===== src/rtl/rca_pkg.sv =====
// Shared types for the ripple-carry adder family (pipelined adder, its interface and testers).
package rca_pkg;

  typedef enum logic {
    OP_ADD = 1'b0,
    OP_SUB = 1'b1
  } op_e;

  // Operand B as seen by the adder: SUB adds the one's complement.
  function automatic logic [63:0] cond_b(input op_e op, input logic [63:0] b);
    return (op == OP_SUB) ? ~b : b;
  endfunction

  // Carry into the least-significant slice: SUB forces +1, ADD uses the caller's carry.
  function automatic logic cond_cin(input op_e op, input logic cin);
    return (op == OP_SUB) ? 1'b1 : cin;
  endfunction

endpackage


===== src/rtl/rca_slice.sv =====
// Combinational W-bit ripple-carry adder; one instance per pipeline stage of rca_pipe.
module rca_slice #(
  parameter int W = 8
) (
  input  logic [W-1:0] a,
  input  logic [W-1:0] b,
  input  logic         cin,
  output logic [W-1:0] sum,
  output logic         cout
);

  always_comb begin
    logic c;
    // NOTE: every output gets a default before the loop so no path can leave it unassigned
    // (that would infer a latch); blocking '=' lets c ripple bit by bit within one evaluation.
    sum = '0;
    c   = cin;
    for (int i = 0; i < W; i++) begin
      sum[i] = a[i] ^ b[i] ^ c;
      c      = (a[i] & b[i]) | (c & (a[i] ^ b[i]));
    end
    cout = c;
  end

endmodule


===== src/rtl/rca_pipe.sv =====
// Pipelined N-bit ripple-carry adder/subtractor: one W-bit slice per stage, carry registered
// between stages, skewed operands and deskewed sums so all slices of an op leave together.
module rca_pipe
  import rca_pkg::*;
#(
  parameter int N      = 32,
  parameter int STAGES = 4
) (
  input  logic         clk,
  input  logic         rst_n,
  input  logic         in_valid,
  output logic         in_ready,
  input  op_e          in_op,
  input  logic [N-1:0] in_a,
  input  logic [N-1:0] in_b,
  input  logic         in_cin,
  output logic         out_valid,
  input  logic         out_ready,
  output logic [N-1:0] out_sum,
  output logic         out_cout,
  output logic         out_ovf
);

  localparam int W = (STAGES > 0) ? N / STAGES : 1;

  if ((STAGES == 0) ? 1'b1 : (N % STAGES != 0)) begin : g_bad_cfg
    $fatal(1, "rca_pipe: N must be a multiple of STAGES and STAGES must be non-zero");
  end

  // acc_q[k] holds finished sum slices in its upper k*W bits and the not-yet-added slices of A
  // in its lower bits; each stage shifts right by W and drops its new sum slice in at the top.
  logic         valid_q    [STAGES];
  logic         carry_q    [STAGES];
  logic [N-1:0] acc_q      [STAGES];
  logic [N-1:0] opb_q      [STAGES];
  logic [W-1:0] slice_sum  [STAGES];
  logic         slice_cout [STAGES];
  logic         adv;
  logic [N-1:0] b_cond;

  assign adv      = !out_valid || out_ready;
  assign in_ready = adv;
  assign b_cond   = N'(cond_b(in_op, 64'(in_b)));

  for (genvar k = 0; k < STAGES; k++) begin : g_slice
    rca_slice #(.W(W)) u_slice (
      .a   (acc_q[k][W-1:0]),
      .b   (opb_q[k][W-1:0]),
      .cin (carry_q[k]),
      .sum (slice_sum[k]),
      .cout(slice_cout[k])
    );
  end

  function automatic logic [N-1:0] shift_in(input logic [N-1:0] acc, input logic [W-1:0] s);
    return (acc >> W) | (N'(s) << (N - W));
  endfunction

  always_ff @(posedge clk or negedge rst_n) begin
    if (!rst_n) begin
      // NOTE: data registers are cleared along with the valids so no stale operand or
      // result is ever visible after reset; '<=' throughout keeps every stage edge-aligned.
      for (int k = 0; k < STAGES; k++) begin
        valid_q[k] <= 1'b0;
        carry_q[k] <= 1'b0;
        acc_q[k]   <= '0;
        opb_q[k]   <= '0;
      end
      out_valid <= 1'b0;
      out_sum   <= '0;
      out_cout  <= 1'b0;
      out_ovf   <= 1'b0;
    end else if (adv) begin
      valid_q[0] <= in_valid;
      carry_q[0] <= cond_cin(in_op, in_cin);
      acc_q[0]   <= in_a;
      opb_q[0]   <= b_cond;
      for (int k = 1; k < STAGES; k++) begin
        valid_q[k] <= valid_q[k-1];
        carry_q[k] <= slice_cout[k-1];
        acc_q[k]   <= shift_in(acc_q[k-1], slice_sum[k-1]);
        opb_q[k]   <= opb_q[k-1] >> W;
      end
      out_valid <= valid_q[STAGES-1];
      // Result registers only load on a real beat so they hold after the final pop.
      if (valid_q[STAGES-1]) begin
        out_sum  <= shift_in(acc_q[STAGES-1], slice_sum[STAGES-1]);
        out_cout <= slice_cout[STAGES-1];
        out_ovf  <= (acc_q[STAGES-1][W-1] == opb_q[STAGES-1][W-1]) &&
                    (slice_sum[STAGES-1][W-1] != acc_q[STAGES-1][W-1]);
      end
    end
  end

endmodule


===== config.mk =====
export PLATFORM = sky130hd
export DESIGN_NAME = rca_pipe
export DESIGN_NICKNAME = d
export VERILOG_FILES = /design/src/rtl/rca_pkg.sv /design/src/rtl/rca_slice.sv /design/src/rtl/rca_pipe.sv
export SDC_FILE = /design/constraint.sdc
export NUM_CORES = 1
export LEC_CHECK = 0
export ABC_CLOCK_PERIOD_IN_PS = 3970
export CAP_MARGIN = 20
export CORE_MARGIN = 2
export CORE_UTILIZATION = 45
export CTS_CLUSTER_DIAMETER = 100
export DETAILED_ROUTE_END_ITERATION = 12
export PLACE_DENSITY = 0.68
export SLEW_MARGIN = 15
export SYNTH_ARGS = -nofsm -noshare
export SYNTH_HDL_FRONTEND = slang
export SYNTH_SLANG_ARGS = --single-unit

===== constraint.sdc =====
create_clock -name clk -period 3.97 [get_ports clk]
set_input_delay 0.794 -clock clk [delete_from_list [all_inputs] [get_ports clk]]
set_output_delay 0.794 -clock clk [all_outputs]
set_load 0.02 [all_outputs]

Word level (Yosys, flattened, before mapping). Index checks and enable logic that the tools add are counted.

Bitwise logic cells: 165. Reduce and logical (&&, ||, !) cells: 4. Muxes and demuxes: 2. Eq/ne operators: 2.

Operators by type and width (count): $or A24 B32 Y32 (4); $and A1 B1 Y1 (64); $xor A1 B1 Y1 (64); $mux W32 (1); $not A32 Y32 (1); $or A1 B1 Y1 (32); $reduce_and A2 Y1 (1); $eq A1 B1 Y1 (1); $logic_and A1 B1 Y1 (1); $logic_not A1 Y1 (1); $logic_or A1 B1 Y1 (1); $mux W1 (1); $ne A1 B1 Y1 (1).

Logic and storage cells: 193. Output and inout port bits: 36. Register bits after elaboration: 251. Input port bits: 70.

Logic depth before layout (Yosys ltp).
Depth in word-level cells: 18. Gate-level depth with buffers: 14. Depth with buffers taken out: 14.

Cells and area by module. From an unflattened synthesis, not the netlist that was laid out.

Cells, all modules: 680. Area, all modules: 10856.7 um2.

Modules (own cells, without submodules): rca_pipe (sequential area each 6281.0 um2, instances 1, area each 10065.9 um2, cells an instance 608); rca_slice (sequential area each 0.0 um2, instances 4, area each 197.7 um2, cells an instance 18).

Least setup slack after synthesis. No wires, ideal clock.

Path kind: reg-to-reg. Start point: reg acc_q[0] (netlist name). End point: reg out_ovf. Data required time: 3.845 ns. Path buffers: 0. Slack: 0.024 ns. Arrival time: 3.820 ns. Clock period less this slack: 3.946 ns. Setup time: 0.125 ns. Cell stages (with the launch flop): 15. Cells stage by stage: dfrtp_1 > fa_1 > fa_1 > fa_1 > fa_1 > fa_1 > inv_1 > fa_1 > inv_1 > fa_1 > inv_1 > fa_1 > xor2_1 > nor2_1 > mux2_4.

Word-level cells in the longest chain between the ends: 18. Elaborated cells between the ends (all ways): 19. Classes of those cells: 1 x eq/ne; 17 x bitwise; 1 x reduce/logical.

RTL lines: start: declaration (line rca_pipe.sv:34) `logic [N-1:0] acc_q [STAGES];`; start signal: indexed assignment (line rca_pipe.sv:81) `acc_q[k] <= shift_in(acc_q[k-1], slice_sum[k-1]);`; $xor A1 B1 Y1 (line rca_slice.sv:20) `c = (a[i] & b[i]) | (c & (a[i] ^ b[i]));`; $and A1 B1 Y1 (line rca_slice.sv:20); $or A1 B1 Y1 (*) (line rca_slice.sv:20); $and A1 B1 Y1 (*) (line rca_slice.sv:20); $or A1 B1 Y1 (*) (line rca_slice.sv:20); $and A1 B1 Y1 (*) (line rca_slice.sv:20); $or A1 B1 Y1 (*) (line rca_slice.sv:20); $and A1 B1 Y1 (*) (line rca_slice.sv:20); (+2 left out); $or A1 B1 Y1 (*) (line rca_slice.sv:20); $and A1 B1 Y1 (*) (line rca_slice.sv:20); $or A1 B1 Y1 (*) (line rca_slice.sv:20); $and A1 B1 Y1 (*) (line rca_slice.sv:20); $or A1 B1 Y1 (*) (line rca_slice.sv:20); $xor A1 B1 Y1 (*) (line rca_slice.sv:19) `sum[i] = a[i] ^ b[i] ^ c;`; $ne A1 B1 Y1 (*) (line rca_pipe.sv:90) `(slice_sum[STAGES-1][W-1] != acc_q[STAGES-1][W-1]);`; $logic_and A1 B1 Y1 (*) (line rca_pipe.sv:89) `out_ovf <= (acc_q[STAGES-1][W-1] == opb_q[STAGES-1][W-1]) &&`; end signal: assignment (line rca_pipe.sv:89); end: declaration (line rca_pipe.sv:21) `output logic out_ovf`.

Every way passes the cells marked *; elsewhere a longest branch is shown, timed or not. A chain may end at the register's enable or synchronous reset.

Final worst setup path. Same ends and word-level chain as after synthesis.

==> results <==
- The post-synthesis cell count is 1035.
- The internal power of the cells is 0.00685 W.
- On the worst path, the slowest cell contributes a delay of 0.43 ns.
- Max-cap violations in this run came to 0.
- The final-layout setup total negative slack is 0 ns.
- The number of antenna diodes in the final layout is 0.
- The critical path buffer and inverter count is 3.
- Clock tree synthesis selected as its root buffer the cell sky130_fd_sc_hd__clkbuf_16.
- The flow ran to the end, and the final reports show no timing, DRC or antenna violations.
- TritonCTS built the clock tree.
- Of the total power, combinational logic draws 0.337.
- After synthesis, the netlist uses 19 different library cells.
- Setup repair after global routing could not meet its margin everywhere.
- The total power is 0.0104 W.
- Counting every net in the synthesized netlist gives 1138.
- The number of fill cells is 2017.
- Across all hold checks on the routed design, the worst slack comes to 0.275 ns.
- For this run, the total global-route usage over all layers was measured as 0.171.
- The initial utilization of the core area, before any placement, comes to 0.460.
- The capturing element of the worst setup path is out_ovf.
- The worst pin sits at a relative slew slack of 0.400.
- In the routed design, unresolved DRC markers number 0.
- The worst register-to-register path has a setup slack of 0.08 ns.
- STA classifies the critical path startpoint as a flip-flop.
- Setup violations remaining at the end of the flow were counted as 0.
- For this run, the number of standard cells in the final layout without fillers is 1426.
- The path class of the lowest-slack min-delay path is primary input to async pin.
- For this run, the share of the core covered by cells in the final layout is 0.555.
- The routed via count is 6670.
- The worst register-to-register path begins at acc_q[0].
- The part of the Yosys area used for sequential elements is 0.601.
- The instance count after placement with tap cells included is 1377.
- The slew at the pin closest to its max-slew limit is 0.901 ns.
- The setup path with the least slack is of type flip-flop to flip-flop.
- The detailed router finished its first iteration with 456 violations.
- For the worst setup path, the data arrival time is 4.30 ns.
- The final hold violation count is 0.
- The total iterations of the first detailed-routing run is 4.
- The count of clock tree sinks is 251.
- At the end of routability-driven placement, the weighted congestion stood at 0.756.
- In the final layout, the multi-input gates occupy 0.00378 mm².
- The worst register-to-register path ends at out_ovf.
- For this design the ratio of total power to cell area is 826 mW/mm².
- The power share of the clock group is 0.242.
- From bottom edge to top edge, the die measures 156 µm.
- Clock tree synthesis inserted a total of 27 buffers.
- The initial antenna violation count was 0.
- The worst setup skew after layout is 0.0197 ns.
- The count of state elements after synthesis is 251.
- In this run the number of cells on the critical path is 14.
- The floorplan core area is 0.0227 mm².
- During synthesis, Yosys emitted a total of 0 warnings.
- Counting I/O delays and the setup requirement, the final critical path takes 3.89 ns.
- The area growth from synthesis to layout is 20.4%.
- CTS built an H-tree with a depth of 1.
- The die area is 0.0245 mm².
- The via count of the first global-routing pass is 6722.
- The critical path startpoint is acc_q[0].
- The routed length per instance is 13.9 µm.
- Derived from the worst setup path, the maximum achievable clock frequency is 257 MHz.
- Measured along the x axis, the die boundary spans 156 µm.
- Summing all flip-flop and latch instances after layout gives 0.00628 mm².
- Row generation in the floorplan step produced 55 rows.
- In this run the deepest clock path goes through 3 buffers.
- Of the available clock period, the critical path in the final layout requires 0.980.
- The maximum net fanout on the critical path is 2.
- The total length of routed wires is 19800 µm.
- The gate family responsible for the most delay along the worst path is adder cells.
- The number of I/O port buffers is 105.
- The per-cell via count in the routed design is 4.68.
- The most common library cell in the layout ignoring fill and taps is sky130_fd_sc_hd__nand2_1.
- The final global-route overflow total is 0.
- The worst endpoint required time is 4.38 ns.
- Entering global routing, the biggest net connects 224 pins.
- The highest-delay cell along the critical path is sky130_fd_sc_hd__fa_1.
- The count of pins over their slew limit is 0.
- The remaining number of nets flagged by the antenna check after routing is 0.
- The cell area after synthesis is 0.0105 mm².
- In this run the count of I/O pins placed on the die edge is 106.
- The clock transition time at the flip-flop clock pins of the worst setup and hold paths is 0.06 ns.
- The source-to-sink clock delay at the later pin of the worst-skew pair is 0.53 ns.
- After synthesis, the mean cell area works out to 10.1 µm².
- In the final layout, the share of cells above drive strength 1 is 0.0911.
- The first global-routing pass estimated 34000 µm of wire.
- The kind of capture point of the worst setup path is a flip-flop.
- The share of total power dissipated in sequential elements is 0.421.
- In the layout the commonest cells are sky130_fd_sc_hd__nand2_1 (527), sky130_fd_sc_hd__dfrtp_1 (251), sky130_fd_sc_hd__clkdlybuf4s50_1 (103), sky130_fd_sc_hd__o21ai_0 (54), sky130_fd_sc_hd__xnor2_1 (30).
- The net switching share of the total power is 0.342.
- The net count of the finished layout is 1224.
- Walking the worst path, the cells encountered are fa_2, fa_2, fa_2, fa_2, fa_2, inv_2, fa_1, inv_1, fa_2, inv_2, fa_1, xor2_1, nor2_1, mux2_4.
- The worst vdd rail ir drop is 0.733 mV.
- The leakage component of the power is 6.23 nW.
- The half-perimeter wire length of the detailed placement result is 12600 µm.
- The number of cells on the worst reg-to-reg path is 14.
- The analysis attributes to net switching a power of 0.00356 W.
- The dominant cell type by count on the critical path is sky130_fd_sc_hd__fa_2.
worst min-delay path by stage:
stage / depth (start not counted) / to / start
6_report: 1 / opb_q[100] / rst_n
5_1_grt: 1 / opb_q[100] / rst_n
4_1_cts: 1 / opb_q[100] / rst_n
3_5_place_dp: 2 / acc_q[11] / acc_q[51]
3_3_place_gp: 2 / acc_q[8] / acc_q[8]
2_1_floorplan: 2 / acc_q[10] / acc_q[10]
Yosys cell counts:
cell / count / area share
sky130_fd_sc_hd__buf_6: 4 / 0.0043
sky130_fd_sc_hd__ha_1: 1 / 0.0012
sky130_fd_sc_hd__nor2b_1: 1 / 0.00060
sky130_fd_sc_hd__inv_6: 1 / 0.00084
sky130_fd_sc_hd__nand2_1: 527 / 0.19
sky130_fd_sc_hd__o21ai_0: 54 / 0.026
sky130_fd_sc_hd__xnor2_1: 30 / 0.025
sky130_fd_sc_hd__clkbuf_1: 10 / 0.0036
sky130_fd_sc_hd__mux2_2: 4 / 0.0043
sky130_fd_sc_hd__dfrtp_1: 251 / 0.60
sky130_fd_sc_hd__inv_1: 29 / 0.010
sky130_fd_sc_hd__a21oi_1: 9 / 0.0043
sky130_fd_sc_hd__mux2_4: 27 / 0.039
sky130_fd_sc_hd__fa_1: 32 / 0.061
sky130_fd_sc_hd__buf_2: 29 / 0.014
sky130_fd_sc_hd__nand2_4: 1 / 0.0011
sky130_fd_sc_hd__xor2_1: 3 / 0.0025
sky130_fd_sc_hd__buf_4: 12 / 0.0086
sky130_fd_sc_hd__nor2_1: 10 / 0.0036
per-stage QoR:
stage / setup WS [ns] / instance area [µm²]
6_report: 0.0798 / 12600
5_1_grt: -0.0526 / 12600
4_1_cts: 0.00574 / 12600
3_5_place_dp: -0.132 / 11600
3_3_place_gp: -0.0751 / 11600
2_1_floorplan: 0.0245 / 10500
logic make-up (layout without fill, tap and decap cells):
kind of cell	Yosys count	in the layout	synth area share
mux	31	31	0.0431
simple gates	539	539	0.194
compound gates	63	63	0.0302
buf+inv	85	191	0.0416
xor+xnor	33	33	0.0276
fa+ha+maj	33	33	0.0625
flops	251	251	0.601
sequential cells by signal (all words and copies together) (netlist names):
signal,count
out_cout,1
out_ovf,1
opb_q,80
valid_q,4
out_sum,32
out_valid,1
acc_q,128
carry_q,4
per-layer routing:
metal | part of all wire | track usage | vias up
met5 | 0 | 0 | -
met4 | 0.019 | 0.0402 | 0
met3 | 0.046 | 0.0299 | 29
met2 | 0.43 | 0.247 | 129
met1 | 0.51 | 0.269 | 3161
li1 | - | - | 3351
power by group through the flow:
stage | Sequential [W] | Clock [W] | Combinational, W
6_report | 0.00438 | 0.00252 | 0.00351
3_5_place_dp | 0.00442 | 0 | 0.00351
2_1_floorplan | 0.00445 | 0 | 0.00229
5_1_grt | 0.00454 | 0.00269 | 0.00401
3_3_place_gp | 0.00438 | 0 | 0.00341
4_1_cts | 0.00439 | 0.00259 | 0.00356
final cells by class:
class	count	share of cell area
tap	285	0.0283
inverter	30	0.00934
multi-input combinational	699	0.300
clock inverter	9	0.00785
timing repair buffer	112	0.0906
sequential	251	0.499
clock buffer	40	0.0647
what timing repair did:
item,CTS,global route
hold buffers,0,0
setup buffers,0,0
gates resized for setup,7,9
setup endpoints to repair,3,4
Note: power is estimated with default switching activity, not from simulation.
